`src/rtl/uart_pkg.sv`:
```
// Shared types and constants for the UART transmit path.
package uart_pkg;
  typedef enum logic [2:0] {IDLE, START, DATA, PARITY, STOP} tx_state_e;
  localparam int   UART_DATA_BITS  = 8;
  localparam logic UART_IDLE_LEVEL = 1'b1;
endpackage

```
`src/rtl/sync_fifo.sv`:
```
// Single-clock FIFO with first-word-fall-through read data and an occupancy counter.
module sync_fifo #(
  parameter int WIDTH = 8,
  parameter int DEPTH = 8
) (
  input  logic                     clk,
  input  logic                     rst,
  input  logic                     push,
  input  logic [WIDTH-1:0]         push_data,
  input  logic                     pop,
  output logic [WIDTH-1:0]         pop_data,
  output logic                     full,
  output logic                     empty,
  output logic [$clog2(DEPTH):0]   level
);
  localparam int AW = $clog2(DEPTH);
  localparam int LW = AW + 1;

  logic [WIDTH-1:0] mem_q [DEPTH];
  logic [WIDTH-1:0] mem_d [DEPTH];
  logic [AW-1:0]    wr_ptr_q, wr_ptr_d, rd_ptr_q, rd_ptr_d;
  logic [LW-1:0]    level_q, level_d;
  logic             do_push, do_pop;

  // Full is judged on the pre-edge occupancy, so a concurrent pop never rescues a write.
  assign do_push = push && !full;
  assign do_pop  = pop && !empty;

  always_comb begin
    mem_d    = mem_q;
    wr_ptr_d = wr_ptr_q;
    rd_ptr_d = rd_ptr_q;
    level_d  = level_q;
    if (do_push) begin
      mem_d[wr_ptr_q] = push_data;
      wr_ptr_d        = wr_ptr_q + 1'b1;
    end
    if (do_pop) rd_ptr_d = rd_ptr_q + 1'b1;
    case ({do_push, do_pop})
      2'b10:   level_d = level_q + 1'b1;
      2'b01:   level_d = level_q - 1'b1;
      default: level_d = level_q;
    endcase
  end

  always_ff @(posedge clk) begin
    if (rst) begin
      wr_ptr_q <= '0;
      rd_ptr_q <= '0;
      level_q  <= '0;
    end else begin
      wr_ptr_q <= wr_ptr_d;
      rd_ptr_q <= rd_ptr_d;
      level_q  <= level_d;
    end
  end

  always_ff @(posedge clk) mem_q <= mem_d;

  assign pop_data = mem_q[rd_ptr_q];
  assign full     = (level_q == LW'(DEPTH));
  assign empty    = (level_q == '0);
  assign level    = level_q;
endmodule

```
`src/rtl/uart_tx_fifo_ctrl.sv`:
```
// Memory-mapped UART transmitter: byte FIFO feeding an 8N1 serializer.
// Define UART_TX_PARITY_EN to add an even-parity bit after data bit 7 (8E1).
module uart_tx_fifo_ctrl
  import uart_pkg::*;
#(
  parameter int CLK_FREQ_HZ = 50_000_000,
  parameter int BAUD        = 115200,
  parameter int FIFO_DEPTH  = 8
) (
  input  logic                        i_clk,
  input  logic                        i_rst,
  input  logic                        i_wr_en,
  input  logic [7:0]                  i_wr_data,
  output logic                        o_full,
  output logic                        o_busy,
  output logic [$clog2(FIFO_DEPTH):0] o_level,
  output logic                        o_tx
);
  localparam int DIV = (CLK_FREQ_HZ / BAUD < 2) ? 2 : CLK_FREQ_HZ / BAUD;
  localparam int CW  = $clog2(DIV);
  localparam int BW  = $clog2(UART_DATA_BITS);

  tx_state_e state_q, state_d;
  logic [CW-1:0] cnt_q, cnt_d;
  logic [BW-1:0] bit_q, bit_d;
  logic [7:0]    shift_q, shift_d;
  logic          tx_q, tx_d;
  logic          fifo_pop, fifo_empty, bit_end;
  logic [7:0]    fifo_data;
`ifdef UART_TX_PARITY_EN
  logic          par_q, par_d;
`endif

  sync_fifo #(.WIDTH(8), .DEPTH(FIFO_DEPTH)) u_fifo (
    .clk(i_clk), .rst(i_rst),
    .push(i_wr_en), .push_data(i_wr_data),
    .pop(fifo_pop), .pop_data(fifo_data),
    .full(o_full), .empty(fifo_empty), .level(o_level)
  );

  assign bit_end = (cnt_q == CW'(DIV - 1));

  always_ff @(posedge i_clk) begin
    if (i_rst) begin
      state_q <= IDLE;
      cnt_q   <= '0;
      bit_q   <= '0;
      shift_q <= '0;
      tx_q    <= UART_IDLE_LEVEL;
`ifdef UART_TX_PARITY_EN
      par_q   <= 1'b0;
`endif
    end else begin
      state_q <= state_d;
      cnt_q   <= cnt_d;
      bit_q   <= bit_d;
      shift_q <= shift_d;
      tx_q    <= tx_d;
`ifdef UART_TX_PARITY_EN
      par_q   <= par_d;
`endif
    end
  end

  always_comb begin
    state_d  = state_q;
    cnt_d    = bit_end ? '0 : cnt_q + 1'b1;
    bit_d    = bit_q;
    shift_d  = shift_q;
    fifo_pop = 1'b0;
`ifdef UART_TX_PARITY_EN
    par_d    = par_q;
`endif
    case (state_q)
      IDLE: begin
        cnt_d = '0;
        if (!fifo_empty) begin
          fifo_pop = 1'b1;
          shift_d  = fifo_data;
          bit_d    = '0;
          state_d  = START;
`ifdef UART_TX_PARITY_EN
          par_d    = ^fifo_data;
`endif
        end
      end
      START: if (bit_end) state_d = DATA;
      DATA: if (bit_end) begin
        shift_d = shift_q >> 1;
        bit_d   = bit_q + 1'b1;
        if (bit_q == BW'(UART_DATA_BITS - 1))
`ifdef UART_TX_PARITY_EN
          state_d = PARITY;
`else
          state_d = STOP;
`endif
      end
`ifdef UART_TX_PARITY_EN
      PARITY: if (bit_end) state_d = STOP;
`endif
      STOP: if (bit_end) begin
        // Back-to-back frames: reload straight into START with no idle bit.
        if (!fifo_empty) begin
          fifo_pop = 1'b1;
          shift_d  = fifo_data;
          bit_d    = '0;
          state_d  = START;
`ifdef UART_TX_PARITY_EN
          par_d    = ^fifo_data;
`endif
        end else begin
          state_d = IDLE;
        end
      end
      default: state_d = IDLE;
    endcase
  end

  // Pin level is derived from the next state so the registered output lines up with it.
  always_comb begin
    tx_d = UART_IDLE_LEVEL;
    case (state_d)
      START:   tx_d = ~UART_IDLE_LEVEL;
      DATA:    tx_d = shift_d[0];
`ifdef UART_TX_PARITY_EN
      PARITY:  tx_d = par_d;
`endif
      default: tx_d = UART_IDLE_LEVEL;
    endcase
  end

  assign o_tx   = tx_q;
  assign o_busy = (state_q != IDLE) || !fifo_empty;
endmodule

```
`config.mk`:
```
export PLATFORM = sky130hd
export DESIGN_NAME = uart_tx_fifo_ctrl
export DESIGN_NICKNAME = d
export VERILOG_FILES = /design/src/rtl/uart_pkg.sv /design/src/rtl/sync_fifo.sv /design/src/rtl/uart_tx_fifo_ctrl.sv
export SDC_FILE = /design/constraint.sdc
export NUM_CORES = 1
export LEC_CHECK = 0
export CAP_MARGIN = 10
export CELL_PAD_IN_SITES_DETAIL_PLACEMENT = 0
export CELL_PAD_IN_SITES_GLOBAL_PLACEMENT = 1
export CORE_MARGIN = 5
export CORE_UTILIZATION = 57
export CTS_BUF_LIST = sky130_fd_sc_hd__clkbuf_8
export DETAILED_ROUTE_END_ITERATION = 6
export PLACE_DENSITY_LB_ADDON = 0.15
export SLEW_MARGIN = 5
export SYNTH_ARGS = -nofsm -noshare
export SYNTH_HDL_FRONTEND = slang
export SYNTH_HIERARCHICAL = 1
export SYNTH_SLANG_ARGS = --single-unit
```
`constraint.sdc`:
```
create_clock -name i_clk -period 4.6 [get_ports i_clk]
set_input_delay 0.69 -clock i_clk [delete_from_list [all_inputs] [get_ports i_clk]]
set_output_delay 0.69 -clock i_clk [all_outputs]
set_load 0.01 [all_outputs]
```
# Yosys cells after proc, flatten, opt, wreduce, memory -nomap -nowiden
# Index checks and enable logic that the tools add are counted.
totals:
  inputBits: 11
  regBits: 98
  out_inout_bits: 7
  wordCells: 79
classes:
  n_addsub: 6
  n_reduce_logical: 13
  n_lt_le_gt_ge: 3
  muxes: 26
  n_eq_ne: 12
  bitwise: 2
op_table:
  columns: ["cell", "n"]
  rows:
  - ["$bwmux 64", 1]
  - ["$mux 8", 6]
  - ["$bmux 8 s3", 1]
  - ["$demux 8 s3", 1]
  - ["$mux 3", 8]
  - ["$pmux 8 s3", 1]
  - ["$pmux 3 s4", 1]
  - ["$add 3x1->3 const B", 3]
  - ["$add 9x1->9 const B", 1]
  - ["$eq 9x9->1 const B", 1]
  - ["$pmux 3 s3", 1]
  - ["$ge 4x4->1 const B", 2]
  - ["$not 3->4", 2]
  - ["$pmux 4 s2", 1]
  - ["$eq 3x1->1 const B", 2]
  - ["$eq 3x2->1 const B", 2]
  - ["$eq 3x3->1 const B", 2]
  - ["$reduce_bool 3->1", 2]
  - ["$add 4x1->4 const B", 1]
  - ["$eq 4x4->1 const B", 1]
  - ["$logic_not 4->1", 1]
  - ["$lt 4x1->1 const B", 1]
  - ["$ne 2x2->1 const B", 2]
  - ["$pmux 1 s2", 2]
  - ["other kinds (11)", 16]

# Depth between registers and ports, before layout
logic_depth:
  word_depth: 8
  mapped_depth: 13
  mapped_depth_nobuf: 13

# Cells and area by module
# The synthesis kept the hierarchy.
modules_own_cells:
  columns: ["mod", "area_each_um2", "seq_area_each_um2", "cells_per_inst", "instances"]
  rows:
  - ["sync_fifo", 3057.9, 2122.0, 163, 1]
  - ["uart_tx_fifo_ctrl", 1094.8, 480.5, 117, 1]

# Worst setup path after synthesis
# OpenSTA, ideal clock, no wires.
synth_path:
  kind: "reg-to-reg"
  from: "reg u_fifo.level_q[0], in the netlist u_fifo/level[0]"
  to: "reg u_fifo.level_q[3], in the netlist u_fifo/level[3]"
  setup_slack_ns: 1.662
  path_stages_with_launch: 11
  t_required_ns: 4.529
  arrival_ns: 2.868
  path_buffers: 0
  synth_period_minus_slack_ns: 2.938
  setup_ns: 0.071
  cell_sequence: "dfxtp_1 nor4_1 or2_2 a211oi_2 o41a_1 ha_1 ha_1 a21oi_1 a21oi_1 or4_1 a21oi_1"
synth_between:
  elab_chain_cells: 7
  word_cells_on_any_way: 15
  classes_between: "add/sub (2); eq/ne (3); mux (4); reduce/logical (6)"
synth_lines:
  columns: ["element", "line_no", "source"]
  rows:
  - ["start, declared", "sync_fifo.sv:22", "logic [LW-1:0] level_q, level_d;"]
  - ["start signal, assigned", "sync_fifo.sv:54", "level_q <= level_d;"]
  - ["$logic_not 4->1 (*)", "sync_fifo.sv:62", "assign empty = (level_q == '0);"]
  - ["via fifo_empty", "uart_tx_fifo_ctrl.sv:28", "logic fifo_pop, fifo_empty, bit_end;"]
  - ["$mux 1 (*)", "uart_tx_fifo_ctrl.sv:77, uart_tx_fifo_ctrl.sv:103", null]
  - ["$mux 1", "uart_tx_fifo_ctrl.sv:101", "STOP: if (bit_end) begin"]
  - ["$pmux 1 s2 (*)", "uart_tx_fifo_ctrl.sv:74", "case (state_q)"]
  - ["via fifo_pop", "uart_tx_fifo_ctrl.sv:28", null]
  - ["$logic_and 1x1->1 (*)", "sync_fifo.sv:27", "assign do_pop = pop && !empty;"]
  - ["via u_fifo.do_pop", "sync_fifo.sv:23", "logic do_push, do_pop;"]
  - ["$eq 2x1->1 or $eq 2x2->1 (tied branches)", "sync_fifo.sv:39", "case ({do_push, do_pop})"]
  - ["$pmux 4 s2 or $reduce_bool 2->1 (tied branches)", null, null]
# The timed path passes the listed nets; every way through them passes the cells marked *.
# A chain may end at the register's enable or synchronous reset.

# Worst setup path after layout
layout_path:
  from: "reg cnt_q[0]"
  to: "reg u_fifo.level_q[3], in the netlist u_fifo/level[3]"
layout_between:
  elab_chain_cells: 6
  word_cells_on_any_way: 8
  classes_between: "eq/ne (3); mux (3); reduce/logical (2)"
layout_lines:
  columns: ["element", "line_no", "source"]
  rows:
  - ["start, declared", "uart_tx_fifo_ctrl.sv:24", "logic [CW-1:0] cnt_q, cnt_d;"]
  - ["start signal, assigned", "uart_tx_fifo_ctrl.sv:55", "cnt_q <= cnt_d;"]
  - ["$eq 9x9->1 (*)", "uart_tx_fifo_ctrl.sv:41", "assign bit_end = (cnt_q == CW'(DIV - 1));"]
  - ["$mux 1 (*)", "uart_tx_fifo_ctrl.sv:101", null]
  - ["$pmux 1 s2 (*)", "uart_tx_fifo_ctrl.sv:74", null]
  - ["via fifo_pop", "uart_tx_fifo_ctrl.sv:28", null]
  - ["$logic_and 1x1->1 (*)", "sync_fifo.sv:27", null]
  - ["via u_fifo.do_pop", "sync_fifo.sv:23", null]
  - ["$eq 2x1->1 or $eq 2x2->1 (tied branches)", "sync_fifo.sv:39", null]
  - ["$pmux 4 s2 or $reduce_bool 2->1 (tied branches)", null, null]
# Marks and branches as above.

==> impl_metrics.ini <==
[clocking]
cts_tree = done
clock_sinks = 98
ctsResizeCount = 0
clk_pin_slew_ps = 100
post_cts_buffers = 0
cts_hold_buf = 0
cts_inserted_buffers = 9
clock_latency_ps = 360
cts_max_path_buffers = 2
cts-root-buf = clkbuf_8
htreeDepth = 3

[sta]
fin_crit_sh = 0.717
hold_viol = 0
finalSetupViolCount = 0
tns_ps = 0
max_freq_ghz = 0.303
fin_skew_ps = 9.76
maxSlewViolCount = 0
finalCriticalPeriod_ps = 3300
relSlewSlack = 0.307
rsz0062_at_grt = no
tightest_slew_ps = 1040

[synth]
synth-async-reset-ratio = 0
synth.area.top_cells = edfxtp_1, dfxtp_1, mux4_1, ha_1, nor2_1
syn_avg_cell_area_sq_um = 14.8
synth.largest_area_cell = edfxtp_1
synth_edf_count = 64
syn_inst = 280
ys_seq_elements = 98
synth_flop_cell = edfxtp_1
synth_top_area_frac = 0.463
yosysUniqueCellTypes = 49
syn_area_sq_um = 4150
synth-seq-area-share = 0.627
synth_nets = 301
ys_warn_count = 6

[routing]
drt_iter0_markers = 126
vias = 2289
post_drt_wl_per_cell_microns = 17.3
detail-route-antenna-nets = 0
wl_microns = 6990
firstDrtPassIters = 4
viasPerCell = 5.67
drc = 0

[cells_and_area]
antenna_cells = 0
final_cell_mix = edfxtp_1, dfxtp_1, nor2_1
layout_commonest_cell = edfxtp_1
final_area_sq_um = 4610
nNetsFinal = 321
drive_gt1_frac = 0.121
area_growth_pct = 11.1

[global_routing]
grt_max_degree = 26
antenna_found_initial = 0
track_usage = 0.171
grt_pass1_vias = 2227
grt_pass1_wl_microns = 11400
overflow = 0

[power]
max-vdd-ir-drop_uv = 251
power_density_nw_per_um2 = 467
power.leakage_nw = 1.54

[setup_path]
crit_buf_inv = 0
crit_family = compound AO/OA/AOI/OAI gates
critPathSlowestCell = a211oi_2
path_cells = ha_1 -> and4b_4 -> nand2_4 -> a211oi_2 -> o41a_1 -> ha_1 -> ha_1 -> a21oi_1 -> a21oi_1 -> or4_1 -> a21oi_1
critPathKind = register to register
required_ps = 4880
reg2reg_slack_ps = 1300
critPathCaptureType = register
cp.arrival_ps = 3570
cp_max_fo = 8
cpPeakStageDelay_ps = 540
startpoint_type = register

[place]
gp_congestion = 0.765
io_buffers = 17
hpwlAfterDp_microns = 4560
placed_cell_area_sq_um = 4400

[floorplan]
fp-row-count = 31
core_sq_um = 7180
die_h_microns = 95.4
die_width_microns = 95.4
die-area_sq_um = 9090
io_pins = 18
initial_core_util = 0.579

[hold_path]
worstHoldPathType = register to register

[flow_run]
drv_cap = 0

[status]
status = finished clean
==> sequential cells by signal, indices dropped and copies added (netlist names) <==
name             count
bit_q                3
cnt_q                9
o_tx                 1
shift_q              8
state_q              3
u_fifo/level         4
u_fifo/mem_q        64
u_fifo/rd_ptr_q      3
u_fifo/wr_ptr_q      3
==> cells in the mapped netlist (2+ instances only) <==
cell      instances
nor4_1            2
mux2_2            8
mux4_1           16
dfxtp_1          34
xor2_1            8
ha_1              9
buf_6             2
o21ai_0           2
a21oi_1          15
nand3_1           6
and3_1            3
nor3_1            8
nor2_1           28
nand2_4           2
clkbuf_1          4
xnor2_1           5
or4b_1            2
buf_2             2
a22oi_1           8
inv_1             6
edfxtp_1         64
nand2b_1          3
mux2i_1           2
o31ai_1           2
buf_1             2
nand2_1          14
==> worst register-to-register path, cell delays in order (launching register included) <==
cell      delay (ps)
dfxtp_1          400
ha_1             200
and4b_4          260
nand2_4           80
a211oi_2         540
o41a_1           360
ha_1             230
ha_1             270
a21oi_1          170
a21oi_1          100
or4_1            460
a21oi_1          140
==> routing by layer <==
layer,global-route usage,vias to the layer above,share of wire
li1,-,1121,-
met1,0.239,1135,0.48
met2,0.264,29,0.48
met3,0.0363,4,0.031
met4,0.0649,0,0.0082
met5,0,-,0
==> power by group <==
part	internal [W]	total (W)	switching, W
registers	0.00102	0.00110	0.0000789
logic	0.000229	0.000460	0.000232
clock network	0.000269	0.000591	0.000323
==> worst paths after layout <==
check,start,endpoint,cells after the start
worst max-delay path,cnt_q[0],u_fifo/level[3],11
worst min-delay path,shift_q[7],shift_q[6],2
worst max register to register,cnt_q[0],u_fifo/level[3],11
worst min register to register,shift_q[7],shift_q[6],2
==> metrics by stage <==
step	std cells	setup WS [ps]	hold WS, ps	util	power (W)
global route	404	992	483	0.643	0.00228
CTS	404	1290	459	0.643	0.00218
finish	404	1300	455	0.643	0.00215
global placement	388	1360	443	0.613	0.00158
floorplan	280	1660	432	-	0.00144
detailed placement	388	1290	448	0.613	0.00158
==> cells by family (layout without fill, tap and decap cells) <==
group           after synthesis  after routing  share of synthesized area
flops                        98             98                      0.627
simple gates                 80             80                      0.104
compound gates               34             34                     0.0539
mux                          26             26                      0.128
buf+inv                      18             43                     0.0253
xor+xnor                     13             13                     0.0274
fa+ha+maj                    11             11                     0.0346
==> layout make-up <==
type                    count  area, sq um
flip-flops and latches     98         2600
multi-input cells         164         1450
clock inverters             7         91.3
fillers                   528         2560
inverters                   6         22.5
clock buffers               9          124
repair buffers             21          200
well taps                  99          124
Power figures use the tool's default switching activity.
